[config.mk]
export PLATFORM = sky130hd
export DESIGN_NAME = modbus_reg_arbiter_flat
export DESIGN_NICKNAME = d
export VERILOG_FILES = /design/src/rtl/modbus_reg_arbiter_pkg.sv /design/src/rtl/modbus_reg_arbiter_if.sv /design/src/rtl/modbus_reg_arbiter_tag_pipe.sv /design/src/rtl/modbus_reg_arbiter.sv /design/src/flat_wrapper.sv
export SDC_FILE = /design/constraint.sdc
export NUM_CORES = 1
export LEC_CHECK = 0
export BUFFER_PORTS_ARGS = -buffer_cell sky130_fd_sc_hd__buf_4
export CAP_MARGIN = 25
export CORE_AREA = 5 5 75 77
export CTS_BUF_LIST = sky130_fd_sc_hd__clkbuf_8 sky130_fd_sc_hd__clkbuf_16
export DETAILED_ROUTE_END_ITERATION = 12
export DIE_AREA = 0 0 80 82
export GPL_TIMING_DRIVEN = 0
export PLACE_DENSITY_LB_ADDON = 0.05
export SLEW_MARGIN = 10
export SYNTH_ARGS = -nofsm -noshare
export SYNTH_HDL_FRONTEND = slang
export SYNTH_SLANG_ARGS = --single-unit
[constraint.sdc]
create_clock -name clk_in -period 2 [get_ports clk_in]
set_clock_uncertainty 0.15 [all_clocks]
set_input_delay 0 -clock clk_in [delete_from_list [all_inputs] [get_ports clk_in]]
set_output_delay 0 -clock clk_in [all_outputs]
set_load 0.02 [all_outputs]
[src/rtl/modbus_reg_arbiter_pkg.sv]
// modbus_pkg: shared types and constants for the Modbus register port-B arbiter
package modbus_pkg;
    typedef enum logic [1:0] {IDLE, OWN0, OWN1} owner_e;
    typedef struct packed {
        logic rd;
        logic id;
        logic err;
    } tag_t;
    localparam logic M0 = 1'b0;
    localparam logic M1 = 1'b1;
    localparam int DEF_A_WIDTH = 8;
    localparam int DEF_D_WIDTH = 16;
    localparam logic [7:0] EXC_ILLEGAL_ADDR = 8'h02;
endpackage

[src/rtl/modbus_reg_arbiter_if.sv]
// modbus_reg_arbiter_if: two requester ports, shared read data and DPRAM port B
// slave modport is the arbiter side, master modport is the requesters/RAM side
interface modbus_reg_arbiter_if import modbus_pkg::*; #(
    parameter int A_WIDTH = DEF_A_WIDTH,
    parameter int D_WIDTH = DEF_D_WIDTH
);
    logic               m0_req, m0_lock, m0_we, m0_gnt, m0_rvalid, m0_err;
    logic [A_WIDTH-1:0] m0_addr;
    logic [D_WIDTH-1:0] m0_wdata;
    logic               m1_req, m1_lock, m1_we, m1_gnt, m1_rvalid, m1_err;
    logic [A_WIDTH-1:0] m1_addr;
    logic [D_WIDTH-1:0] m1_wdata;
    logic [D_WIDTH-1:0] rd_data;
    logic               ram_en, ram_we;
    logic [A_WIDTH-1:0] ram_addr;
    logic [D_WIDTH-1:0] ram_din, ram_dout;
    modport slave (
        input  m0_req, m0_lock, m0_we, m0_addr, m0_wdata,
        input  m1_req, m1_lock, m1_we, m1_addr, m1_wdata, ram_dout,
        output m0_gnt, m0_rvalid, m0_err, m1_gnt, m1_rvalid, m1_err,
        output rd_data, ram_en, ram_we, ram_addr, ram_din
    );
    modport master (
        output m0_req, m0_lock, m0_we, m0_addr, m0_wdata,
        output m1_req, m1_lock, m1_we, m1_addr, m1_wdata, ram_dout,
        input  m0_gnt, m0_rvalid, m0_err, m1_gnt, m1_rvalid, m1_err,
        input  rd_data, ram_en, ram_we, ram_addr, ram_din
    );
endinterface

[src/rtl/modbus_reg_arbiter_tag_pipe.sv]
// arb_tag_pipe: DEPTH-stage shift register carrying {rd, id, err} per accepted beat
// ports: clk_in, rst_in, tag_in (accept cycle), tag_out (DEPTH cycles later)
module arb_tag_pipe import modbus_pkg::*; #(
    parameter int DEPTH = 2
) (
    input  logic clk_in,
    input  logic rst_in,
    input  tag_t tag_in,
    output tag_t tag_out
);
    tag_t pipe_q [DEPTH];
    tag_t pipe_d [DEPTH];
    always_comb begin
        pipe_d[0] = tag_in;
        for (int i = 1; i < DEPTH; i++) pipe_d[i] = pipe_q[i-1];
    end
    always_ff @(posedge clk_in) begin
        for (int i = 0; i < DEPTH; i++) pipe_q[i] <= rst_in ? '0 : pipe_d[i];
    end
    assign tag_out = pipe_q[DEPTH-1];
endmodule

[src/rtl/modbus_reg_arbiter.sv]
// modbus_reg_arbiter: round-robin, burst-locking arbiter for DPRAM port B (m0 reader, m1 writer)
// ports: clk_in, rst_in (sync, active-high), bus (modbus_reg_arbiter_if.slave)
// optional MODBUS_ARB_ADDR_CHECK_EN: beats with addr >= REG_COUNT skip the RAM and pulse mX_err
module modbus_reg_arbiter import modbus_pkg::*; #(
    parameter int A_WIDTH   = DEF_A_WIDTH,
    parameter int D_WIDTH   = DEF_D_WIDTH,
    parameter int RD_LAT    = 1,
    parameter int MAX_BURST = 16,
    parameter int REG_COUNT = 256
) (
    input logic clk_in,
    input logic rst_in,
    modbus_reg_arbiter_if.slave bus
);
`ifdef MODBUS_ARB_ADDR_CHECK_EN
    localparam bit CHECK_EN = 1'b1;
`else
    localparam bit CHECK_EN = 1'b0;
`endif
    localparam int CW = $clog2(MAX_BURST + 1);
    owner_e             owner_q, owner_d;
    logic               last_q, last_d, en_q, en_d, we_q, we_d;
    logic [CW-1:0]      cnt_q, cnt_d, nxt;
    logic [A_WIDTH-1:0] addr_q, addr_d, addr;
    logic [D_WIDTH-1:0] din_q, din_d, wdata;
    logic               gnt0, gnt1, acc, sel, lock, we, bad;
    tag_t               tag_in, tag_out;
    always_comb begin
        // owner keeps exclusive access even while idle; in IDLE a tie goes to the master not served last
        gnt0 = !rst_in && bus.m0_req && (owner_q == OWN0 || (owner_q == IDLE && (!bus.m1_req || last_q == M1)));
        gnt1 = !rst_in && bus.m1_req && (owner_q == OWN1 || (owner_q == IDLE && !gnt0));
        acc = gnt0 || gnt1;
        sel = gnt1 ? M1 : M0;
        lock = sel ? bus.m1_lock : bus.m0_lock;
        we = sel ? bus.m1_we : bus.m0_we;
        addr = sel ? bus.m1_addr : bus.m0_addr;
        wdata = sel ? bus.m1_wdata : bus.m0_wdata;
        bad = CHECK_EN && (32'(addr) >= REG_COUNT);
        nxt = cnt_q + CW'(1);
        owner_d = owner_q;
        last_d = last_q;
        cnt_d = cnt_q;
        en_d = 1'b0;
        we_d = 1'b0;
        addr_d = addr_q;
        din_d = din_q;
        tag_in = '{rd: acc && !we, id: sel, err: acc && bad};
        if (acc) begin
            en_d = !bad;
            we_d = we && !bad;
            addr_d = addr;
            din_d = wdata;
            last_d = sel;
            cnt_d = (!lock || 32'(nxt) >= MAX_BURST) ? '0 : nxt;
            if (!lock || 32'(nxt) >= MAX_BURST) owner_d = IDLE;
            else if (sel) owner_d = OWN1;
            else owner_d = OWN0;
        end
    end
    always_ff @(posedge clk_in) begin
        if (rst_in) begin
            owner_q <= IDLE;
            last_q <= M1;
            cnt_q <= '0;
            en_q <= 1'b0;
            we_q <= 1'b0;
            addr_q <= '0;
            din_q <= '0;
        end else begin
            owner_q <= owner_d;
            last_q <= last_d;
            cnt_q <= cnt_d;
            en_q <= en_d;
            we_q <= we_d;
            addr_q <= addr_d;
            din_q <= din_d;
        end
    end
    arb_tag_pipe #(.DEPTH(1 + RD_LAT)) u_tag (
        .clk_in(clk_in),
        .rst_in(rst_in),
        .tag_in(tag_in),
        .tag_out(tag_out)
    );
    assign bus.m0_gnt = gnt0;
    assign bus.m1_gnt = gnt1;
    assign bus.m0_rvalid = tag_out.rd && tag_out.id == M0;
    assign bus.m1_rvalid = tag_out.rd && tag_out.id == M1;
    assign bus.m0_err = tag_out.err && tag_out.id == M0;
    assign bus.m1_err = tag_out.err && tag_out.id == M1;
    assign bus.rd_data = tag_out.err ? '0 : bus.ram_dout;
    assign bus.ram_en = en_q;
    assign bus.ram_we = we_q;
    assign bus.ram_addr = addr_q;
    assign bus.ram_din = din_q;
endmodule
[src/flat_wrapper.sv]
// flat-port wrapper written by rule: the top's interface ports become plain ports
module modbus_reg_arbiter_flat import modbus_pkg::*;
#(
    parameter int A_WIDTH   = DEF_A_WIDTH,
    parameter int D_WIDTH   = DEF_D_WIDTH,
    parameter int RD_LAT    = 1,
    parameter int MAX_BURST = 16,
    parameter int REG_COUNT = 256
)
  (clk_in, rst_in, bus_m0_req, bus_m0_lock, bus_m0_we, bus_m0_addr, bus_m0_wdata, bus_m1_req, bus_m1_lock, bus_m1_we, bus_m1_addr, bus_m1_wdata, bus_ram_dout, bus_m0_gnt, bus_m0_rvalid, bus_m0_err, bus_m1_gnt, bus_m1_rvalid, bus_m1_err, bus_rd_data, bus_ram_en, bus_ram_we, bus_ram_addr, bus_ram_din);
  modbus_reg_arbiter_if #(.A_WIDTH(A_WIDTH), .D_WIDTH(D_WIDTH)) bus_i ();
  input logic clk_in;
  input logic rst_in;
  input wire logic [$bits(bus_i.m0_req)-1:0] bus_m0_req;
  input wire logic [$bits(bus_i.m0_lock)-1:0] bus_m0_lock;
  input wire logic [$bits(bus_i.m0_we)-1:0] bus_m0_we;
  input wire logic [$bits(bus_i.m0_addr)-1:0] bus_m0_addr;
  input wire logic [$bits(bus_i.m0_wdata)-1:0] bus_m0_wdata;
  input wire logic [$bits(bus_i.m1_req)-1:0] bus_m1_req;
  input wire logic [$bits(bus_i.m1_lock)-1:0] bus_m1_lock;
  input wire logic [$bits(bus_i.m1_we)-1:0] bus_m1_we;
  input wire logic [$bits(bus_i.m1_addr)-1:0] bus_m1_addr;
  input wire logic [$bits(bus_i.m1_wdata)-1:0] bus_m1_wdata;
  input wire logic [$bits(bus_i.ram_dout)-1:0] bus_ram_dout;
  output wire logic [$bits(bus_i.m0_gnt)-1:0] bus_m0_gnt;
  output wire logic [$bits(bus_i.m0_rvalid)-1:0] bus_m0_rvalid;
  output wire logic [$bits(bus_i.m0_err)-1:0] bus_m0_err;
  output wire logic [$bits(bus_i.m1_gnt)-1:0] bus_m1_gnt;
  output wire logic [$bits(bus_i.m1_rvalid)-1:0] bus_m1_rvalid;
  output wire logic [$bits(bus_i.m1_err)-1:0] bus_m1_err;
  output wire logic [$bits(bus_i.rd_data)-1:0] bus_rd_data;
  output wire logic [$bits(bus_i.ram_en)-1:0] bus_ram_en;
  output wire logic [$bits(bus_i.ram_we)-1:0] bus_ram_we;
  output wire logic [$bits(bus_i.ram_addr)-1:0] bus_ram_addr;
  output wire logic [$bits(bus_i.ram_din)-1:0] bus_ram_din;
  assign bus_i.m0_req = bus_m0_req;
  assign bus_i.m0_lock = bus_m0_lock;
  assign bus_i.m0_we = bus_m0_we;
  assign bus_i.m0_addr = bus_m0_addr;
  assign bus_i.m0_wdata = bus_m0_wdata;
  assign bus_i.m1_req = bus_m1_req;
  assign bus_i.m1_lock = bus_m1_lock;
  assign bus_i.m1_we = bus_m1_we;
  assign bus_i.m1_addr = bus_m1_addr;
  assign bus_i.m1_wdata = bus_m1_wdata;
  assign bus_i.ram_dout = bus_ram_dout;
  assign bus_m0_gnt = bus_i.m0_gnt;
  assign bus_m0_rvalid = bus_i.m0_rvalid;
  assign bus_m0_err = bus_i.m0_err;
  assign bus_m1_gnt = bus_i.m1_gnt;
  assign bus_m1_rvalid = bus_i.m1_rvalid;
  assign bus_m1_err = bus_i.m1_err;
  assign bus_rd_data = bus_i.rd_data;
  assign bus_ram_en = bus_i.ram_en;
  assign bus_ram_we = bus_i.ram_we;
  assign bus_ram_addr = bus_i.ram_addr;
  assign bus_ram_din = bus_i.ram_din;
  modbus_reg_arbiter #(.A_WIDTH(A_WIDTH), .D_WIDTH(D_WIDTH), .RD_LAT(RD_LAT), .MAX_BURST(MAX_BURST), .REG_COUNT(REG_COUNT)) u_core (.clk_in(clk_in), .rst_in(rst_in), .bus(bus_i));
endmodule
==> impl_metrics.env, run 1 <==
export IMPL_drive_above_1_share=0.421
export IMPL_layout_min_cycle_time_ns=1.79
export IMPL_holdPathStages=3
export IMPL_slowest_stage="or3b_4"
export IMPL_setup_viol=0
export IMPL_rows=26
export IMPL_clk_latency_ns=0.28
export IMPL_endpoint_kind="primary output"
export IMPL_seqPwrFrac=0.420
export IMPL_fmax_mhz=558
export IMPL_htreeDepth=2
export IMPL_yosys_top_cells_area="dfxtp_1, nand3b_1, a21oi_2, a21o_1, buf_4"
export IMPL_switching_share=0.290
export IMPL_cp_max_fo=10
export IMPL_antenna_found_initial=0
export IMPL_die_x_um=80
export IMPL_port_buffers=101
export IMPL_cts_tree="yes"
export IMPL_synth_edff_count=0
export IMPL_grt_pass1_wl_mm=9.74
export IMPL_reg2regPathDepth=5
export IMPL_critical_path_max_stage_delay_ns=0.42
export IMPL_synth_distinct_cells=35
export IMPL_pwr_share_comb=0.333
export IMPL_finalSetupTns_ns=0
export IMPL_holdPathEnd="u_core.u_tag.pipe_q[0][1]"
export IMPL_vdd_drop_max_mv=0.452
export IMPL_avgSynthCellArea_um2=9.17
export IMPL_viasPerCell=4.80
export IMPL_synth_cells=220
export IMPL_r2r_start="u_core.owner_q[0]"
export IMPL_worstSetupStartpointType="register"
export IMPL_dieArea_um2=6560
export IMPL_clock_tree_root_cell="clkbuf_8"
export IMPL_clockPowerShare=0.247
export IMPL_r2r_end="u_core.bus.ram_din[4]"
export IMPL_synth_seq_area_share=0.377
export IMPL_final_hold_violation_count=0
export IMPL_route_vias_total=2158
export IMPL_rsz0062_at_grt="no"
export IMPL_dr_first_iter_drc_count=75
export IMPL_multiInputGateArea_um2=1010
export IMPL_leakagePower_nw=1.66
export IMPL_cts_sinks=38
export IMPL_numCtsBuffers=5
export IMPL_hp_class="in -> reg"
export IMPL_async_flop_share=0
export IMPL_drt_total_wl_mm=6.23
export IMPL_coreArea_um2=4940
export IMPL_crit_top_cell="buf_6"
export IMPL_grt_usage=0.190
export IMPL_first_pass_iters=4
export IMPL_route_detailed_drc=0
export IMPL_start_util=0.408
export IMPL_wire_per_inst_um=13.8
export IMPL_yosys_warnings=0
export IMPL_place_gp_congestion=0.718
export IMPL_power_switching_mw=0.604
export IMPL_synth_top_area_cell="dfxtp_1"
export IMPL_ys_ff_latch=38
export IMPL_arrival_ns=1.64
export IMPL_placed_cell_area_um2=2870
export IMPL_cts_setup_buffers=0
export IMPL_io_pins=120
export IMPL_diodes=0
export IMPL_path_cells="or3b_4 -> and2_4 -> buf_6 -> buf_6 -> buf_4"
export IMPL_grt_max_degree=11
export IMPL_netlist_area_um2=2020
export IMPL_finalCritPeriodShare=0.896
export IMPL_dieHeight_um=82
export IMPL_cp_data_required_time_ns=1.85
export IMPL_n_fill_cell=400
export IMPL_p_int_mw=1.48
export IMPL_synth_main_ff_cell="dfxtp_1"
export IMPL_hp_start="bus_m0_req"
export IMPL_dp_hpwl_mm=4.11
export IMPL_critPathTopFamily="simple AND/OR/NAND/NOR gates"
export IMPL_postLayoutCoreUtil=0.703
export IMPL_maxCapViolCount=0
export IMPL_first_global_vias=2179
export IMPL_power_density_nw_per_um2=598
export IMPL_drv_slew=0
export IMPL_clk_path_buf_depth=2
export IMPL_worst_path_buf_inv=3
export IMPL_grt_overflow_total=0
export IMPL_seqCellArea_um2=761
export IMPL_critPathKind="reg -> out"
export IMPL_syn_to_final_growth_pct=72.3
export IMPL_layout_nets=454
export IMPL_fin_area_um2=3480
export IMPL_antenna_left=0
export IMPL_status="complete, no violations"
export IMPL_clk_transition_reported_paths_ns=0.07
export IMPL_ff2ff_setup_slack_ns=0.23
export IMPL_synth_top_area_frac=0.377
per-stage QoR:
stage	total power, mW	instances	hold slack [ns]	setup WS (ns)
2_1_floorplan	1.23	221	-0.0520	0.303
3_3_place_gp	1.49	392	0.0428	0.0984
3_5_place_dp	1.50	392	0.0473	0.0990
4_1_cts	2.09	450	0.0101	0.0685
5_1_grt	2.18	450	0.0510	0.0614
6_report	2.08	450	0.0188	0.208
cells by family (layout without fill, tap and decap cells):
group                    after synthesis  after routing  share of synthesized area
XOR/XNOR                               4              4                     0.0174
buffers and inverters                 34            193                      0.127
AO/OA/AOI/OAI                         62             62                      0.232
flip-flops                            38             38                      0.377
adder cells (fa/ha/maj)                1              1                    0.00620
AND/OR/NAND/NOR                       79             79                      0.233
multiplexers                           1              1                    0.00496
other                                  1              2                    0.00186
what timing repair did:
action                                 in CTS  in global routing
endpoints found under the hold margin      29                  0
gates resized for setup                     0                  1
hold buffers                               52                  0
setup endpoints to repair                   0                 18
flip-flops by register name, indices dropped and copies added, names as in the netlist:
signal and flops:
u_core.bus.ram_addr 8, u_core.bus.ram_din 16, u_core.bus.ram_en 1, u_core.bus.ram_we 1
u_core.cnt_q 5, u_core.last_q 1, u_core.owner_q 2, u_core.u_tag.pipe_q 4
worst register-to-register path, delay by kind of cell (launching register included):
kind	cells	cell delay, ns
and+or+nand+nor	2	0.55
buffers and inverters	1	0.43
DFF	1	0.36
AOI/OAI and AO/OA	2	0.24
placed cells by master (no fill, tap or decap), types with 3 or more instances in the layout:
master	synthesis	layout
nand2_1	28	28
nand2b_1	5	5
nor2b_1	4	4
dlygate4sd3_1	0	52
xnor2_1	3	3
nor3_1	3	3
buf_6	8	8
clkbuf_1	6	6
nand3_1	4	4
a21oi_2	21	21
a21o_1	24	24
buf_4	18	119
a21oi_1	9	9
nand3b_1	25	25
clkbuf_8	0	6
dfxtp_1	38	38
power groups by stage:
stage / Combinational [mW] / Clock, mW / Sequential, mW
floorplan: 0.276 / 0 / 0.958
global placement: 0.604 / 0 / 0.887
detailed placement: 0.609 / 0 / 0.887
CTS: 0.691 / 0.532 / 0.871
global route: 0.745 / 0.558 / 0.882
finish: 0.693 / 0.513 / 0.874
synthesized netlist by cell type, types with 2 or more instances:
master and instances:
nand3_1 4, clkbuf_1 6, buf_6 8, nor3b_2 2
a21o_1 24, nor3_1 3, dfxtp_1 38, buf_4 18
nand2_1 28, nor2b_1 4, xnor2_1 3, a21oi_2 21
o21ai_0 2, and2_1 2, nand3b_1 25, a21oi_1 9
nand2b_1 5
metal layers:
metal,vias up,global-route usage,part of all wire
met1,978,0.216,0.39
met2,103,0.343,0.50
met3,18,0.0417,0.083
met4,0,0.0811,0.019
li1,1059,-,-
met5,-,0,0
worst max-delay path by stage:
stage,from,cells past startpoint,end
3_5_place_dp,u_core.owner_q[0],5,u_core.bus.ram_addr[5]
6_report,u_core.last_q,5,bus_m0_gnt
3_3_place_gp,u_core.owner_q[0],5,u_core.bus.ram_din[2]
2_1_floorplan,u_core.owner_q[0],5,u_core.cnt_q[1]
4_1_cts,u_core.owner_q[0],5,u_core.bus.ram_din[14]
5_1_grt,u_core.owner_q[0],5,u_core.bus.ram_addr[5]
layout make-up:
| type | instances | area share |
|---|---|---|
| Clock buffer | 6 | 0.0237 |
| Multi-Input combinational cell | 149 | 0.291 |
| Tap cell | 70 | 0.0252 |
| Timing Repair Buffer | 153 | 0.368 |
| Sequential cell | 38 | 0.219 |
| Buffer | 33 | 0.0727 |
| Inverter | 1 | 0.00108 |
Note: power is estimated with default switching activity, not from simulation.
==> run 2: changes to the inputs <==
--- a/config.mk
+++ b/config.mk
@@ -5,13 +5,14 @@
 export SDC_FILE = /design/constraint.sdc
 export NUM_CORES = 1
 export LEC_CHECK = 0
-export BUFFER_PORTS_ARGS = -buffer_cell sky130_fd_sc_hd__buf_4
 export CAP_MARGIN = 25
-export CORE_AREA = 5 5 75 77
+export CELL_PAD_IN_SITES_DETAIL_PLACEMENT = 0
+export CELL_PAD_IN_SITES_GLOBAL_PLACEMENT = 1
+export CORE_AREA = 5 5 74 76
 export CTS_BUF_LIST = sky130_fd_sc_hd__clkbuf_8 sky130_fd_sc_hd__clkbuf_16
 export DETAILED_ROUTE_END_ITERATION = 12
-export DIE_AREA = 0 0 80 82
-export GPL_TIMING_DRIVEN = 0
+export DIE_AREA = 0 0 79 81
+export DONT_BUFFER_PORTS = 1
 export PLACE_DENSITY_LB_ADDON = 0.05
 export SLEW_MARGIN = 10
 export SYNTH_ARGS = -nofsm -noshare
==> run 2 against run 1 <==
  * Final cell count down 27%
  * Register-to-register slack about the same
  * Via count down 20%
  * First-iteration DRC count up 16%
  * Non-clock buffer count down 108
  * Critical path depth down 1
  * Routed wire length down 11%
  * Clock-buffer cell count down 1
  * Utilization down 12 points
  * Cell area down 22%
  * Die area down 2.5%
  * Global-route usage down 2.0 points
==> impl_metrics.env, run 2 (synthesized netlist as in run 1, its figures left out) <==
export IMPL_cp_data_required_time_ns=2.02
export IMPL_clk_path_buf_depth=2
export IMPL_holdPathEnd="u_core.cnt_q[0]"
export IMPL_die_x_um=79
export IMPL_coreArea_um2=4660
export IMPL_largest_reg_flops=16
export IMPL_viasPerCell=5.29
export IMPL_slew_headroom=0.522
export IMPL_layout_nets=346
export IMPL_route_detailed_drc=0
export IMPL_r2r_end="u_core.bus.ram_addr[2]"
export IMPL_critical_path_max_stage_delay_ns=0.63
export IMPL_cts_tree="yes"
export IMPL_clock_tree_root_cell="clkbuf_8"
export IMPL_path_cells="nor3b_2 -> and2_4 -> a21oi_1 -> a21o_1"
export IMPL_diodes=0
export IMPL_antenna_found_initial=0
export IMPL_antenna_left=0
export IMPL_worstSetupStartpointType="register"
export IMPL_rows=25
export IMPL_grt_overflow_total=0
export IMPL_htreeDepth=2
export IMPL_seqPwrFrac=0.522
export IMPL_layout_min_cycle_time_ns=1.78
export IMPL_final_cell_mix="dlygate4sd3_1, dfxtp_1, nand2_1, nand3b_1, a21o_1"
export IMPL_ctsResizeCount=0
export IMPL_maxCapViolCount=0
export IMPL_switching_share=0.306
export IMPL_finalSetupTns_ns=0
export IMPL_first_pass_iters=4
export IMPL_cts_setup_buffers=0
export IMPL_wire_per_inst_um=16.9
export IMPL_r2r_start="u_core.owner_q[1]"
export IMPL_io_pins=120
export IMPL_setup_viol=0
export IMPL_syn_to_final_growth_pct=33.7
export IMPL_numCtsBuffers=5
export IMPL_critPathKind="reg -> reg"
export IMPL_cp_max_fo=55
export IMPL_clockPowerShare=0.262
export IMPL_status="complete, no violations"
export IMPL_n_fill_cell=404
export IMPL_pwr_share_comb=0.216
export IMPL_endpoint_kind="register"
export IMPL_clk_transition_reported_paths_ns=0.07
export IMPL_reg2regPathDepth=4
export IMPL_final_hold_violation_count=0
export IMPL_drv_slew=0
export IMPL_grt_max_degree=56
export IMPL_setup_slack_ns=0.216
export IMPL_power_switching_mw=0.561
export IMPL_dp_hpwl_mm=3.39
export IMPL_grt_pass1_wl_mm=8.65
export IMPL_arrival_ns=1.81
export IMPL_first_global_vias=1815
export IMPL_dp_slack_ns=0.226
export IMPL_dr_first_iter_drc_count=87
export IMPL_slowest_stage="and2_4"
export IMPL_vdd_drop_max_mv=0.473
export IMPL_finalCritPeriodShare=0.892
export IMPL_port_buffers=0
export IMPL_rsz0062_at_grt="no"
export IMPL_final_common_cell="dlygate4sd3_1"
export IMPL_leakagePower_nw=1.14
export IMPL_p_int_mw=1.27
export IMPL_grt_usage=0.170
export IMPL_dieArea_um2=6400
export IMPL_place_gp_congestion=0.713
export IMPL_drive_above_1_share=0.136
export IMPL_clk_latency_ns=0.28
export IMPL_hp_class="in -> reg"
export IMPL_ff2ff_setup_slack_ns=0.22
export IMPL_tightest_slew_ns=0.718
export IMPL_hp_start="bus_m0_lock"
export IMPL_holdPathStages=3
export IMPL_dieHeight_um=81
export IMPL_fmax_mhz=561
export IMPL_cts_sinks=38
export IMPL_start_util=0.433
export IMPL_drt_total_wl_mm=5.54
export IMPL_route_vias_total=1730
export IMPL_power_density_nw_per_um2=680
run 2: cell count changes in the layout (fill, tap and decap cells not counted):
cell           before  now
buf_4             119    5
dlygate4sd3_1      52   72
buf_6               8    0
clkbuf_1            6    0
inv_1               1    3
buf_12              0    1
buf_2               1    0
clkbuf_8            6    5
run 2: how the worst max path moves through the flow:
stage / from / end / slack, ns / cells after the start
detailed placement: u_core.owner_q[1] / u_core.bus.ram_addr[2] / 0.23 / 4
finish: u_core.owner_q[1] / u_core.bus.ram_addr[2] / 0.22 / 4
CTS: u_core.owner_q[1] / u_core.bus.ram_addr[2] / 0.21 / 4
floorplan: u_core.owner_q[0] / u_core.cnt_q[1] / 0.30 / 5
global route: u_core.owner_q[1] / u_core.bus.ram_addr[2] / 0.06 / 4
global placement: u_core.owner_q[1] / u_core.owner_q[0] / 0.30 / 4
run 2: power by group through the flow:
stage | sequential [mW] | clock, mW | combinational (mW)
global route | 0.965 | 0.542 | 0.429
finish | 0.957 | 0.481 | 0.395
CTS | 0.958 | 0.509 | 0.393
global placement | 0.975 | 0 | 0.227
detailed placement | 0.976 | 0 | 0.236
floorplan | 0.958 | 0 | 0.276
run 2: metal layers:
layer / vias up / routed length [um] / track usage
met4: 0 / 36 / 0.0447
li1: 842 / - / -
met1: 803 / 2190 / 0.182
met3: 4 / 519 / 0.0754
met5: - / 0 / 0
met2: 81 / 2790 / 0.306
run 2: layout make-up:
class	instances	area, um2	area share
clock buffer	5	68.8	0.0255
clock inverter	2	7.51	0.00278
inverter	1	3.75	0.00139
multi-input combinational	149	1010	0.375
sequential	38	761	0.282
tap	54	67.6	0.0250
timing repair buffer	78	778	0.288
run 2: what timing repair did:
item | 4_1_cts | 5_1_grt
endpoints found under the setup margin | 0 | 0
hold endpoints to repair | 54 | 0
hold buffers | 73 | 0
run 2: critical path, delay by kind of cell, from the launching register on:
kind / cells / cell delay, ns
simple gates: 2 / 0.86
flops: 1 / 0.34
compound gates: 2 / 0.29
run 2: stage by stage:
step / std cells / power [mW] / util / cell area, um2 / hold slack [ns]
3_3_place_gp: 247 / 1.20 / 0.403 / 1880 / -0.150
2_1_floorplan: 221 / 1.23 / - / 2020 / -0.0520
5_1_grt: 327 / 1.94 / 0.579 / 2700 / 0.0396
4_1_cts: 327 / 1.86 / 0.579 / 2700 / 0.0288
3_5_place_dp: 247 / 1.21 / 0.403 / 1880 / -0.150
6_report: 327 / 1.83 / 0.579 / 2700 / 0.0496
